$ cat config.mk
export PLATFORM = sky130hd
export DESIGN_NAME = stopwatch_lap_timer
export DESIGN_NICKNAME = d
export VERILOG_FILES = /design/src/rtl/stopwatch_lap_timer.sv
export SDC_FILE = /design/constraint.sdc
export NUM_CORES = 1
export LEC_CHECK = 0
export ABC_AREA = 0
export CELL_PAD_IN_SITES_DETAIL_PLACEMENT = 0
export CELL_PAD_IN_SITES_GLOBAL_PLACEMENT = 1
export CORE_ASPECT_RATIO = 0.6
export CORE_UTILIZATION = 40
export CTS_CLUSTER_DIAMETER = 120
export DETAILED_ROUTE_END_ITERATION = 10
export GPL_TIMING_DRIVEN = 0
export MAX_ROUTING_LAYER = met4
export PLACE_DENSITY = 0.85
export SKIP_LAST_GASP = 1
export SYNTH_ARGS = -nofsm -noshare
export SYNTH_HDL_FRONTEND = slang
export SYNTH_SLANG_ARGS = --single-unit
$ cat constraint.sdc
create_clock -name clk -period 5.3 [get_ports clk]
set_input_delay 0.53 -clock clk [delete_from_list [all_inputs] [get_ports clk]]
set_output_delay 0.53 -clock clk [all_outputs]
set_load 0.005 [all_outputs]
$ cat src/rtl/stopwatch_lap_timer.sv
// Purpose : BCD stopwatch / countdown timer (MM:SS.t) with prescaler, preset load and lap capture.
// Latency : buttons act 3 clk edges after their rise; clr/load act on the next edge; count moves on the tick edge.
// Backpres: none; outputs are free-running levels and single-cycle pulses, no handshake.
//
// Ports: clk/rst (async active-high); start/stop/lap async buttons (synchronised, rise-detected);
//        clr level clear; load strobe with 20-bit BCD preset; dir 1=up 0=down; count BCD time;
//        running/expired state flags; done and load_err one-cycle pulses; lap_time/lap_valid capture.
// Build option: define STOPWATCH_LAP_EN to build lap capture; otherwise lap is ignored and its outputs tie to 0.
module stopwatch_lap_timer #(
   parameter int TICK_DIV  = 10_000_000,
   parameter int MIN_LIMIT = 59
) (
   input  logic        clk,
   input  logic        rst,
   input  logic        start,
   input  logic        stop,
   input  logic        lap,
   input  logic        clr,
   input  logic        load,
   input  logic        dir,
   input  logic [19:0] preset,
   output logic [19:0] count,
   output logic        running,
   output logic        expired,
   output logic        done,
   output logic        load_err,
   output logic [19:0] lap_time,
   output logic        lap_valid
);

   localparam int          PW      = $clog2(TICK_DIV);
   localparam logic [PW-1:0] PMAX  = PW'(TICK_DIV - 1);
   localparam logic [3:0]  LIM_MSD = 4'(MIN_LIMIT / 10);
   localparam logic [3:0]  LIM_LSD = 4'(MIN_LIMIT % 10);
   localparam logic [19:0] TERM_UP = {LIM_MSD, LIM_LSD, 4'd5, 4'd9, 4'd9};

   typedef enum logic [1:0] {IDLE, RUN, PAUSE, DONE} state_t;

   state_t          state, state_nxt;
   logic [PW-1:0]   presc, presc_nxt;
   logic [19:0]     count_nxt, stepped;
   logic            done_nxt, err_nxt;
   logic            tick, load_ok, preset_ok;

   // Synchroniser chains reset high: a button held through reset looks already
   // pressed, so it must be released and pressed again to produce an edge.
   logic [2:0] start_sync, stop_sync;
   logic       start_edge, stop_edge;

   always_ff @(posedge clk or posedge rst) begin
      if (rst) begin
         start_sync <= '1;
         stop_sync  <= '1;
      end else begin
         start_sync <= {start_sync[1:0], start};
         stop_sync  <= {stop_sync[1:0], stop};
      end
   end

   assign start_edge = start_sync[1] & ~start_sync[2];
   assign stop_edge  = stop_sync[1]  & ~stop_sync[2];

   function automatic logic is_term(input logic [19:0] c, input logic up);
      return up ? (c == TERM_UP) : (c == 20'd0);
   endfunction

   // One tenth step with the carry/borrow rippling through every digit in one pass.
   // Callers guarantee c is not terminal, so minutes never leave 00..MIN_LIMIT.
   function automatic logic [19:0] bcd_step(input logic [19:0] c, input logic up);
      logic [3:0] d4, d3, d2, d1, d0;
      {d4, d3, d2, d1, d0} = c;
      if (up) begin
         if (d0 != 4'd9) d0 = d0 + 4'd1;
         else begin
            d0 = 4'd0;
            if (d1 != 4'd9) d1 = d1 + 4'd1;
            else begin
               d1 = 4'd0;
               if (d2 != 4'd5) d2 = d2 + 4'd1;
               else begin
                  d2 = 4'd0;
                  if (d3 != 4'd9) d3 = d3 + 4'd1;
                  else begin
                     d3 = 4'd0;
                     d4 = d4 + 4'd1;
                  end
               end
            end
         end
      end else begin
         if (d0 != 4'd0) d0 = d0 - 4'd1;
         else begin
            d0 = 4'd9;
            if (d1 != 4'd0) d1 = d1 - 4'd1;
            else begin
               d1 = 4'd9;
               if (d2 != 4'd0) d2 = d2 - 4'd1;
               else begin
                  d2 = 4'd5;
                  if (d3 != 4'd0) d3 = d3 - 4'd1;
                  else begin
                     d3 = 4'd9;
                     d4 = d4 - 4'd1;
                  end
               end
            end
         end
      end
      return {d4, d3, d2, d1, d0};
   endfunction

   // Minute digits compare as one 8-bit BCD value once both digits are known to be <= 9.
   assign preset_ok = (preset[3:0] <= 4'd9) && (preset[7:4] <= 4'd9) && (preset[11:8] <= 4'd5) &&
                      (preset[15:12] <= 4'd9) && (preset[19:16] <= 4'd9) &&
                      ({preset[19:16], preset[15:12]} <= {LIM_MSD, LIM_LSD});
   assign load_ok   = load && (state != RUN) && preset_ok;
   assign tick      = (state == RUN) && (presc == PMAX);
   assign stepped   = bcd_step(count, dir);

   always_comb begin
      state_nxt = state;
      count_nxt = count;
      presc_nxt = presc;
      done_nxt  = 1'b0;
      err_nxt   = 1'b0;
      if (clr) begin
         state_nxt = IDLE;
         count_nxt = '0;
         presc_nxt = '0;
      end else if (load_ok) begin
         state_nxt = PAUSE;
         count_nxt = preset;
         presc_nxt = '0;
      end else begin
         err_nxt = load;
         case (state)
            RUN: begin
               presc_nxt = tick ? '0 : presc + PW'(1);
               if (tick) begin
                  // Already terminal (e.g. after a dir change) finishes without moving.
                  if (is_term(count, dir)) begin
                     state_nxt = DONE;
                     done_nxt  = 1'b1;
                  end else begin
                     count_nxt = stepped;
                     if (is_term(stepped, dir)) begin
                        state_nxt = DONE;
                        done_nxt  = 1'b1;
                     end
                  end
               end
               if (!done_nxt && stop_edge) state_nxt = PAUSE;
            end
            IDLE, PAUSE: begin
               if (start_edge && !is_term(count, dir))
                  state_nxt = stop_edge ? PAUSE : RUN;
            end
            default: ;
         endcase
      end
   end

   always_ff @(posedge clk or posedge rst) begin
      if (rst) begin
         state    <= IDLE;
         count    <= '0;
         presc    <= '0;
         done     <= 1'b0;
         load_err <= 1'b0;
      end else begin
         state    <= state_nxt;
         count    <= count_nxt;
         presc    <= presc_nxt;
         done     <= done_nxt;
         load_err <= err_nxt;
      end
   end

   assign running = (state == RUN);
   assign expired = (state == DONE);

`ifdef STOPWATCH_LAP_EN
   logic [2:0] lap_sync;
   logic       lap_edge;

   always_ff @(posedge clk or posedge rst) begin
      if (rst) lap_sync <= '1;
      else     lap_sync <= {lap_sync[1:0], lap};
   end

   assign lap_edge = lap_sync[1] & ~lap_sync[2];

   always_ff @(posedge clk or posedge rst) begin
      if (rst) begin
         lap_time  <= '0;
         lap_valid <= 1'b0;
      end else if (clr) begin
         lap_time  <= '0;
         lap_valid <= 1'b0;
      end else if (lap_edge && (state == RUN || state == PAUSE)) begin
         lap_time  <= count;
         lap_valid <= 1'b1;
      end
   end
`else
   logic unused_lap;
   assign unused_lap = lap;
   assign lap_time   = '0;
   assign lap_valid  = 1'b0;
`endif

endmodule

; Word-level counts from Yosys, hierarchy flattened
; Cells that the tools add are included.
[totals]
reg_bits = 54
latch_bits = 0
ram_bits = 0
rom_bits = 0
in_bits = 28
output_inout_bits = 45
mem_count = 0
[op_classes]
n_addsub = 11
n_mul = 0
n_div = 0
n_lt_le_gt_ge = 6
eq_ne = 15
shift = 0
n_mux = 64
bitwise = 4
n_reduce_logical = 25
[ops]
columns = cell, n
row1 = 4-bit 2-to-1 mux, 33
row2 = 20-bit 2-to-1 mux, 5
row3 = 24-bit 2-to-1 mux, 4
row4 = 20-bit by 19-bit equality test with 1-bit output (second input constant), 2
row5 = 20-bit logical NOT, 2
row6 = 24-bit by 1-bit adder with 24-bit output (second input constant), 1
row7 = 24-bit equality test (second input constant), 1
row8 = 4-bit by 1-bit adder with 4-bit output (second input constant), 5
row9 = 4-bit nonzero test, 5
row10 = 4-bit by 1-bit subtractor with 4-bit output (second input constant), 5
row11 = 4-bit <= comparator (second input constant), 4
row12 = 2-bit 2-to-1 mux, 8
row13 = 4-bit != test (second input constant), 4
row14 = 1-bit 2-to-1 mux, 13
row15 = 1-bit logical AND, 10
row16 = 8-bit by 7-bit <= comparator with 1-bit output (second input constant), 1
row17 = 6-bit by 2-bit != test with 1-bit output (second input constant), 1
row18 = 3-bit nonzero test, 2
row19 = 5-bit by 2-bit != test with 1-bit output (second input constant), 1
row20 = 2-bit equality test (second input constant), 2
row21 = 4-bit by 3-bit <= comparator with 1-bit output (second input constant), 1
row22 = 4-bit by 3-bit != test with 1-bit output (second input constant), 1
row23 = 2-bit one-hot mux with 2 select lines, 1
row24 = 4-bit AND reduction, 1
row25 = other kinds (9), 12

; Logic depth before layout (Yosys ltp)
; Gate-level depths: netlist (run 1).
[logic_depth]
depth_word = 20
mapped_depth = 13
depth_no_buf = 11

; Worst setup path after synthesis (run 1)
; Ideal clock, no wire load.
[synth_path]
kind = flip-flop to flip-flop
start = register count[0]
end = register state[1]
setup_ns = 0.127
arrival_ns = 2.903
setup_slack_ns = 2.269
stages_incl_launch_ff = 13
synth_period_minus_slack_ns = 3.031
cell_sequence = dfrtp_1 > inv_1 > ha_1 > nor4b_4 > and2_1 > clkbuf_1 > and3_1 > mux2i_1 > mux2i_1 > nor4_1 > a21oi_2 > nor2_1 > mux2_1
[synth_between]
elab_chain_cells = 17
elab_cells_between_ends = 45
cone_classes = add/sub (2) / eq/ne (6) / mux (29) / reduce/logical (8)
[synth_rtl]
columns = item, line_no
row1 = from (decl), 22  ; output logic [19:0] count,
row2 = from (signal assigned), 172  ; count <= count_nxt;
row3 = "4-bit by 1-bit subtractor with 4-bit output, or another cell as far along", 91  ; if (d0 != 4'd0) d0 = d0 - 4'd1;
row4 = "4-bit 2-to-1 mux, on equally long branches", "91, 73"
row5 = 4-bit 2-to-1 mux, 72  ; if (up) begin
row6 = 20-bit by 19-bit equality test with 1-bit output / 20-bit logical NOT (equally long branches), 64  ; return up ? (c == TERM_UP) : (c == 20'd0);
row7 = 1-bit 2-to-1 mux, 64
row8 = 1-bit 2-to-1 mux, 146  ; if (is_term(stepped, dir)) begin
row9 = 1-bit 2-to-1 mux, 141  ; if (is_term(count, dir)) begin
row10 = 1-bit 2-to-1 mux, 139  ; if (tick) begin
row11 = 1-bit 2-to-1 mux, 136  ; case (state)
row12 = 1-bit 2-to-1 mux, 130  ; end else if (load_ok) begin
row13 = 1-bit 2-to-1 mux, 126  ; if (clr) begin
row14 = 1-bit logical NOT, 152  ; if (!done_nxt && stop_edge) state_nxt = PAUSE;
row15 = 1-bit logical AND, 152
row16 = 2-bit 2-to-1 mux, 152
row17 = 2-bit one-hot mux with 2 select lines, 136
row18 = 2-bit 2-to-1 mux, 130
row19 = 2-bit 2-to-1 mux, 126
row20 = to (signal assigned), 171  ; state <= state_nxt;
row21 = to (decl), 39  ; state_t state, state_nxt;
; Several ways; a longest one is shown, not always the timed one. The select of a mux whose other input is x is not followed.
; A chain may end at the register's enable or synchronous reset.

; Final worst setup path (run 1)
; Same ends and word-level chain as after synthesis.

==> results of run 1 <==
-- cell type report --
cell class              count  area [um^2]  share of cell area, %
clock inverters             3         21.3                  0.420
well taps                 135          169                   3.34
multi-input cells         402         2510                   49.5
clock buffers               5          125                   2.47
inverters                  13         48.8                  0.964
repair buffers             50          510                   10.1
flip-flops and latches     54         1360                   26.8
plain buffers              57          320                   6.33
-- logic make-up after synthesis --
logic type	after synthesis	synth area share [%]
adder cells (fa/ha/maj)	8	2.41
AND/OR/NAND/NOR	223	29.6
multiplexers	14	3.46
flip-flops	54	32.7
AO/OA/AOI/OAI	111	17.3
XOR/XNOR	25	5.62
other	1	0.0901
buffers and inverters	70	8.87
-- placed cells by master (no fill, tap or decap), types with 4 or more instances in the layout --
master           netlist  routed
a211oi_1               6       6
a21oi_1               29      29
a31oi_1                4       4
and3_1                11      11
buf_2                 10      10
buf_4                 23      23
clkbuf_1              20      20
clkbuf_16              0       5
clkdlybuf4s50_1        0      49
conb_1                 1      21
dfrtp_1               48      48
dfstp_2                6       6
ha_1                   8       8
inv_1                 13      12
mux2i_1               11      11
nand2_1               41      41
nand3_1               19      19
nand3b_1               6       6
nand4_1               16      16
nor2_1                58      58
nor2b_1                4       4
nor3_1                17      17
nor4_1                 8       8
o21ai_0               19      19
o21ai_1                9       9
o31ai_1               14      14
or3_1                  5       5
or4_1                  5       5
xnor2_1                5       5
xor2_1                18      18
-- sequential cells by signal (all words and copies together), names as in the netlist --
register and flops:
state 2, count 20, done 1, presc 24, load_err 1, stop_sync 3
start_sync 3
-- where the power goes --
group          switching, W  internal, W
clock network      0.000164     0.000176
logic              0.000484     0.000347
registers         0.0000643     0.000460
-- metal layers --
| layer | track usage [%] | up-vias |
|---|---|---|
| met5 | - | - |
| met4 | 4.09 | 0 |
| met3 | 5.24 | 15 |
| met2 | 31.4 | 208 |
| met1 | 37.7 | 1961 |
| li1 | - | 1954 |
-- final timing paths --
check,startpoint,to,slack [ns],cells after the start
worst max-delay path,count[0]$_DFFE_PP0P_,state[1]$_DFFE_PP0P_,1.27,12
worst min-delay path,stop_sync[0]$_DFF_PP1_,stop_sync[1]$_DFF_PP1_,0.36,0
worst max register to register,count[0]$_DFFE_PP0P_,state[1]$_DFFE_PP0P_,1.27,12
worst min register to register,stop_sync[0]$_DFF_PP1_,stop_sync[1]$_DFF_PP1_,0.36,0
max in group asynchronous,rst,start_sync[2]$_DFF_PP1_,4.15,3
min in group asynchronous,rst,count[6]$_DFFE_PP0P_,0.55,2
-- critical path: stages (launching register included) --
cell and delay [ns]:
dfrtp_1 0.50, inv_1 0.13, ha_1 0.36, nor4b_4 0.54, and2_1 0.20, clkbuf_1 0.35, a211oi_1 0.11, a311oi_1 0.41
nand4_1 0.22, nor4_1 0.48, a21oi_2 0.15, nor2_1 0.14, mux2_1 0.32
-- metrics by stage --
stage / instances / utilization (%) / total power [W] / hold slack, ns
6_report: 719 / 50.7 / 0.00169 / 0.358
5_1_grt: 719 / 50.7 / 0.00179 / 0.361
4_1_cts: 719 / 50.7 / 0.00168 / 0.358
3_5_place_dp: 711 / 49.2 / 0.00134 / 0.347
3_3_place_gp: 710 / 49.0 / 0.00131 / 0.346
2_1_floorplan: 526 / - / 0.00107 / 0.345
==> results.toml, run 1 <==
[routing]
wl_met3_um = 1170
vias_per_cell = 5.76
routedLengthMet1_um = 6550
wl_per_cell_um = 17.7
highest_layer = "met4"
num_vias = 4138
routed-wl-met2_um = 4880
drc_errors = 0
drtAntennaViolNets = 0
drtIter0Drc = 506
firstDrtPassIters = 5
routed_wl_um = 12700

[clock_network]
cts_tree = "yes"
clock-sinks = 54
insertion_delay_ns = 0.30
cts_setup_buffers = 0
postCtsResizedCells = 0
clk_pin_slew_ns = 0.08
clock_path_buffers = 2
cts-root-buf = "clkbuf_16"
numCtsBuffers = 5
h-tree-depth = 2
cts_hold_buf = 0

[run]
max_cap_viol_count = 0

[floorplanning]
die_h_um = 81.0
core-area_um2 = 9980
row_count = 28
initial_core_util_pct = 41.7
io_pins = 73
die_x_um = 134
dieArea_um2 = 10800

[grt]
grt_pass1_vias = 3545
grt-ovfl-total = 0
grt_max_degree = 40
antenna_found_initial = 0
grt_usage_pct = 24.3
grt_pass1_wl_um = 19500

[worst_hold_path]
hold_path.class = "reg2reg"

[synthesis]
synth_most_common_cell = "nor2_1"
synth_top_area_share_pct = 28.9
synthCells = 506
ys_warn_count = 0
synthTopCellsByArea = "dfrtp_1 29%, nor2_1 5.2%, buf_4 4.2%"
synth.avg_cell_area_um2 = 8.22
syn_area_um2 = 4160
ys_seq_area_share_pct = 32.7
synth_ff_type = "dfrtp_1"
synth_edf_count = 0
async_flop_share_pct = 100
yosys.area.top_type = "dfrtp_1"
ys_seq_elements = 54
synthDistinctLibCells = 71
synthTopCellsByCount = "58 x nor2_1, 48 x dfrtp_1, 41 x nand2_1"

[layout]
syn_to_final_growth_pct = 21.7
nets = 619
fin_area_um2 = 5060
n_antenna_cell = 0
n_fill_cell = 949
layout-drive-gt1-share_pct = 11.5

[timing]
finalCritPeriodShare_pct = 76.0
relSlewSlack_pct = 46.9
setup_viol = 0
finClkSkew_ns = 0.00968
setup_slack_ns = 1.27
maxSlewViolCount = 0
worst_pin_slew_ns = 0.796
hold_viol = 0
rsz0062_at_grt = "false"
post-route-min-period_ns = 4.03
fmax_ghz = 0.248
setup_tns_ns = 0

[power]
ir_drop_v = 0.000143
power_density_nw_per_um2 = 335
p_leak_nw = 2.09

[setup_path]
arrival_ns = 4.21
end_kind = "flop"
cp.required_ns = 5.49
cp-start-kind = "flop"
cp_max_fo = 9
crit_type = "reg2reg"

[placement]
io_buffers = 49
dp_hpwl_um = 9840
post_dp_cell_area_um2 = 4910
place_congestion = 0.925
dp_slack_ns = 1.38

[outcome]
status = "complete, no violations"
(Power assumes the default switching activity.)
==> run 2, diff against run 1 <==
CORE_UTILIZATION = 36   (was 40)
PLACE_DENSITY = 0.81   (was 0.85)
clock period = 3.4 ns   (was 5.3 ns; I/O delays follow)
==> results.toml, run 2 (synthesized netlist as in run 1, its figures left out) <==
[setup_path]
critPathLaunch = "dir"
cp-start-kind = "input pin"
cp.required_ns = 3.59
end_kind = "flop"
cp_cell_sequence = "clkdlybuf4s50_1 -> clkbuf_1 -> buf_2 -> inv_1 -> a31oi_1 -> o211ai_1 -> buf_4 -> nor3_1 -> o2bb2ai_1 -> a21oi_2 -> nor2_1 -> mux2_1"
r2r_slack_ns = 0.08
r2r-end = "state[1]$_DFFE_PP0P_"
reg2reg_depth = 11
crit_family = "buffers and inverters"
cp_max_fo = 10
slowest_delay_ns = 0.60
r2r-start = "count[0]$_DFFE_PP0P_"
crit_type = "in2reg"
crit_slowest_cell = "clkdlybuf4s50_1"
path_buf_inv = 5
arrival_ns = 3.52
critPathCapture = "state[1]$_DFFE_PP0P_"
worst-path-stages = 12

[placement]
io_buffers = 49
place_congestion = 0.938
dp_hpwl_um = 9820
post_dp_cell_area_um2 = 4920

[grt]
grt_max_degree = 29
grt-ovfl-total = 0
grt_pass1_wl_um = 20400
grt_usage_pct = 22.8
antenna_found_initial = 0
grt_pass1_vias = 3747

[power]
p_leak_nw = 2.13
ir_drop_v = 0.000250
power_density_nw_per_um2 = 537
fin_total_pwr_w = 0.00279

[clock_network]
h-tree-depth = 2
insertion_delay_ns = 0.31
clock-sinks = 54
cts_tree = "yes"
cts_hold_buf = 0
clock_path_buffers = 2
clk_pin_slew_ns = 0.07
cts-root-buf = "clkbuf_16"
numCtsBuffers = 5

[timing]
holdWs_ns = 0.357
post-route-min-period_ns = 3.33
relSlewSlack_pct = 46.0
finalCritPeriodShare_pct = 97.9
hold_viol = 0
finClkSkew_ns = 0.00810
worst_pin_slew_ns = 0.810
fmax_ghz = 0.301
maxSlewViolCount = 0
setup_tns_ns = 0
rsz0062_at_grt = "true"
setup_viol = 0

[layout]
finalCoreUtilization_pct = 47.7
syn_to_final_growth_pct = 24.9
n_fill_cell = 1058
reg_top3 = "presc x24, count x20"
layout_common_cells = "58 x nor2_1, 49 x clkdlybuf4s50_1, 46 x dfrtp_1"
fin_area_um2 = 5190
top_register = "presc"
n_antenna_cell = 0
nets = 623
layout-drive-gt1-share_pct = 14.8
final_common_cell = "nor2_1"
largest_register_ffs = 24

[routing]
firstDrtPassIters = 5
wl_per_cell_um = 17.8
drtIter0Drc = 394
drc_errors = 0
routed_wl_um = 12900
num_vias = 4165
vias_per_cell = 5.73
drtAntennaViolNets = 0

[run]
max_cap_viol_count = 0

[floorplanning]
initial_core_util_pct = 38.2
core-area_um2 = 10900
die_h_um = 85.3
dieArea_um2 = 12000
io_pins = 73
row_count = 29
die_x_um = 141

[worst_hold_path]
min_path_cells = 0
hold_path.class = "reg2reg"

[outcome]
status = "complete, no violations"
-- run 2: changes by cell type in the layout (fill, tap and decap cells not counted), sizes merged --
cell,before,now
buf,38,43
clkinv,2,0
inv,13,14
-- run 2: metal layers --
metal	track usage (%)	part of all wire [%]	routed length, um	up-vias
met1	34.3	51	6580	1998
met5	-	0	0	-
met4	5.34	1.1	141	0
met3	6.83	10	1310	16
li1	-	-	-	1960
met2	28.7	38	4920	191
-- run 2: worst min path at each step --
stage	from	endpoint	slack, ns
after floorplan	start	start_sync[0]$_DFF_PP1_	0.34
after global placement	start_sync[0]$_DFF_PP1_	start_sync[1]$_DFF_PP1_	0.35
after detailed placement	stop_sync[0]$_DFF_PP1_	stop_sync[1]$_DFF_PP1_	0.35
after CTS	start_sync[0]$_DFF_PP1_	start_sync[1]$_DFF_PP1_	0.36
after global routing	start_sync[0]$_DFF_PP1_	start_sync[1]$_DFF_PP1_	0.37
final	start_sync[0]$_DFF_PP1_	start_sync[1]$_DFF_PP1_	0.36
-- run 2: per-stage QoR --
stage / setup slack [ns] / cells
2_1_floorplan: 0.369 / 526
3_3_place_gp: -0.496 / 714
3_5_place_dp: -0.487 / 715
4_1_cts: 0.00595 / 724
5_1_grt: -0.0245 / 727
6_report: 0.0724 / 727
-- run 2: layout make-up --
| type | count | area [um^2] | area share (%) |
|---|---|---|---|
| repair buffers | 55 | 548 | 10.5 |
| flip-flops and latches | 54 | 1360 | 26.2 |
| clock buffers | 6 | 139 | 2.67 |
| clock inverters | 2 | 16.3 | 0.313 |
| plain buffers | 56 | 325 | 6.26 |
| well taps | 139 | 174 | 3.35 |
| inverters | 13 | 48.8 | 0.939 |
| multi-input cells | 402 | 2580 | 49.7 |
-- run 2: what timing repair did --
action | 4_1_cts | 5_1_grt
setup endpoints to repair | 17 | 22
resized for setup | 11 | 14
setup buffers | 2 | 3
pin swaps | 3 | 4
gates cloned | 0 | 0
-- run 2: power by group --
part / switching (W) / internal (W)
Combinational: 0.000806 / 0.000614
Clock: 0.000257 / 0.000297
Sequential: 0.0000994 / 0.000717
-- run 2: worst reg2reg max path, delay by kind of cell, from the launching register on --
kind	cells	cell delay, ns
mux	3	0.88
simple gates	5	1.43
buf+inv	1	0.13
fa+ha+maj	1	0.20
compound gates	1	0.11
flops	1	0.45
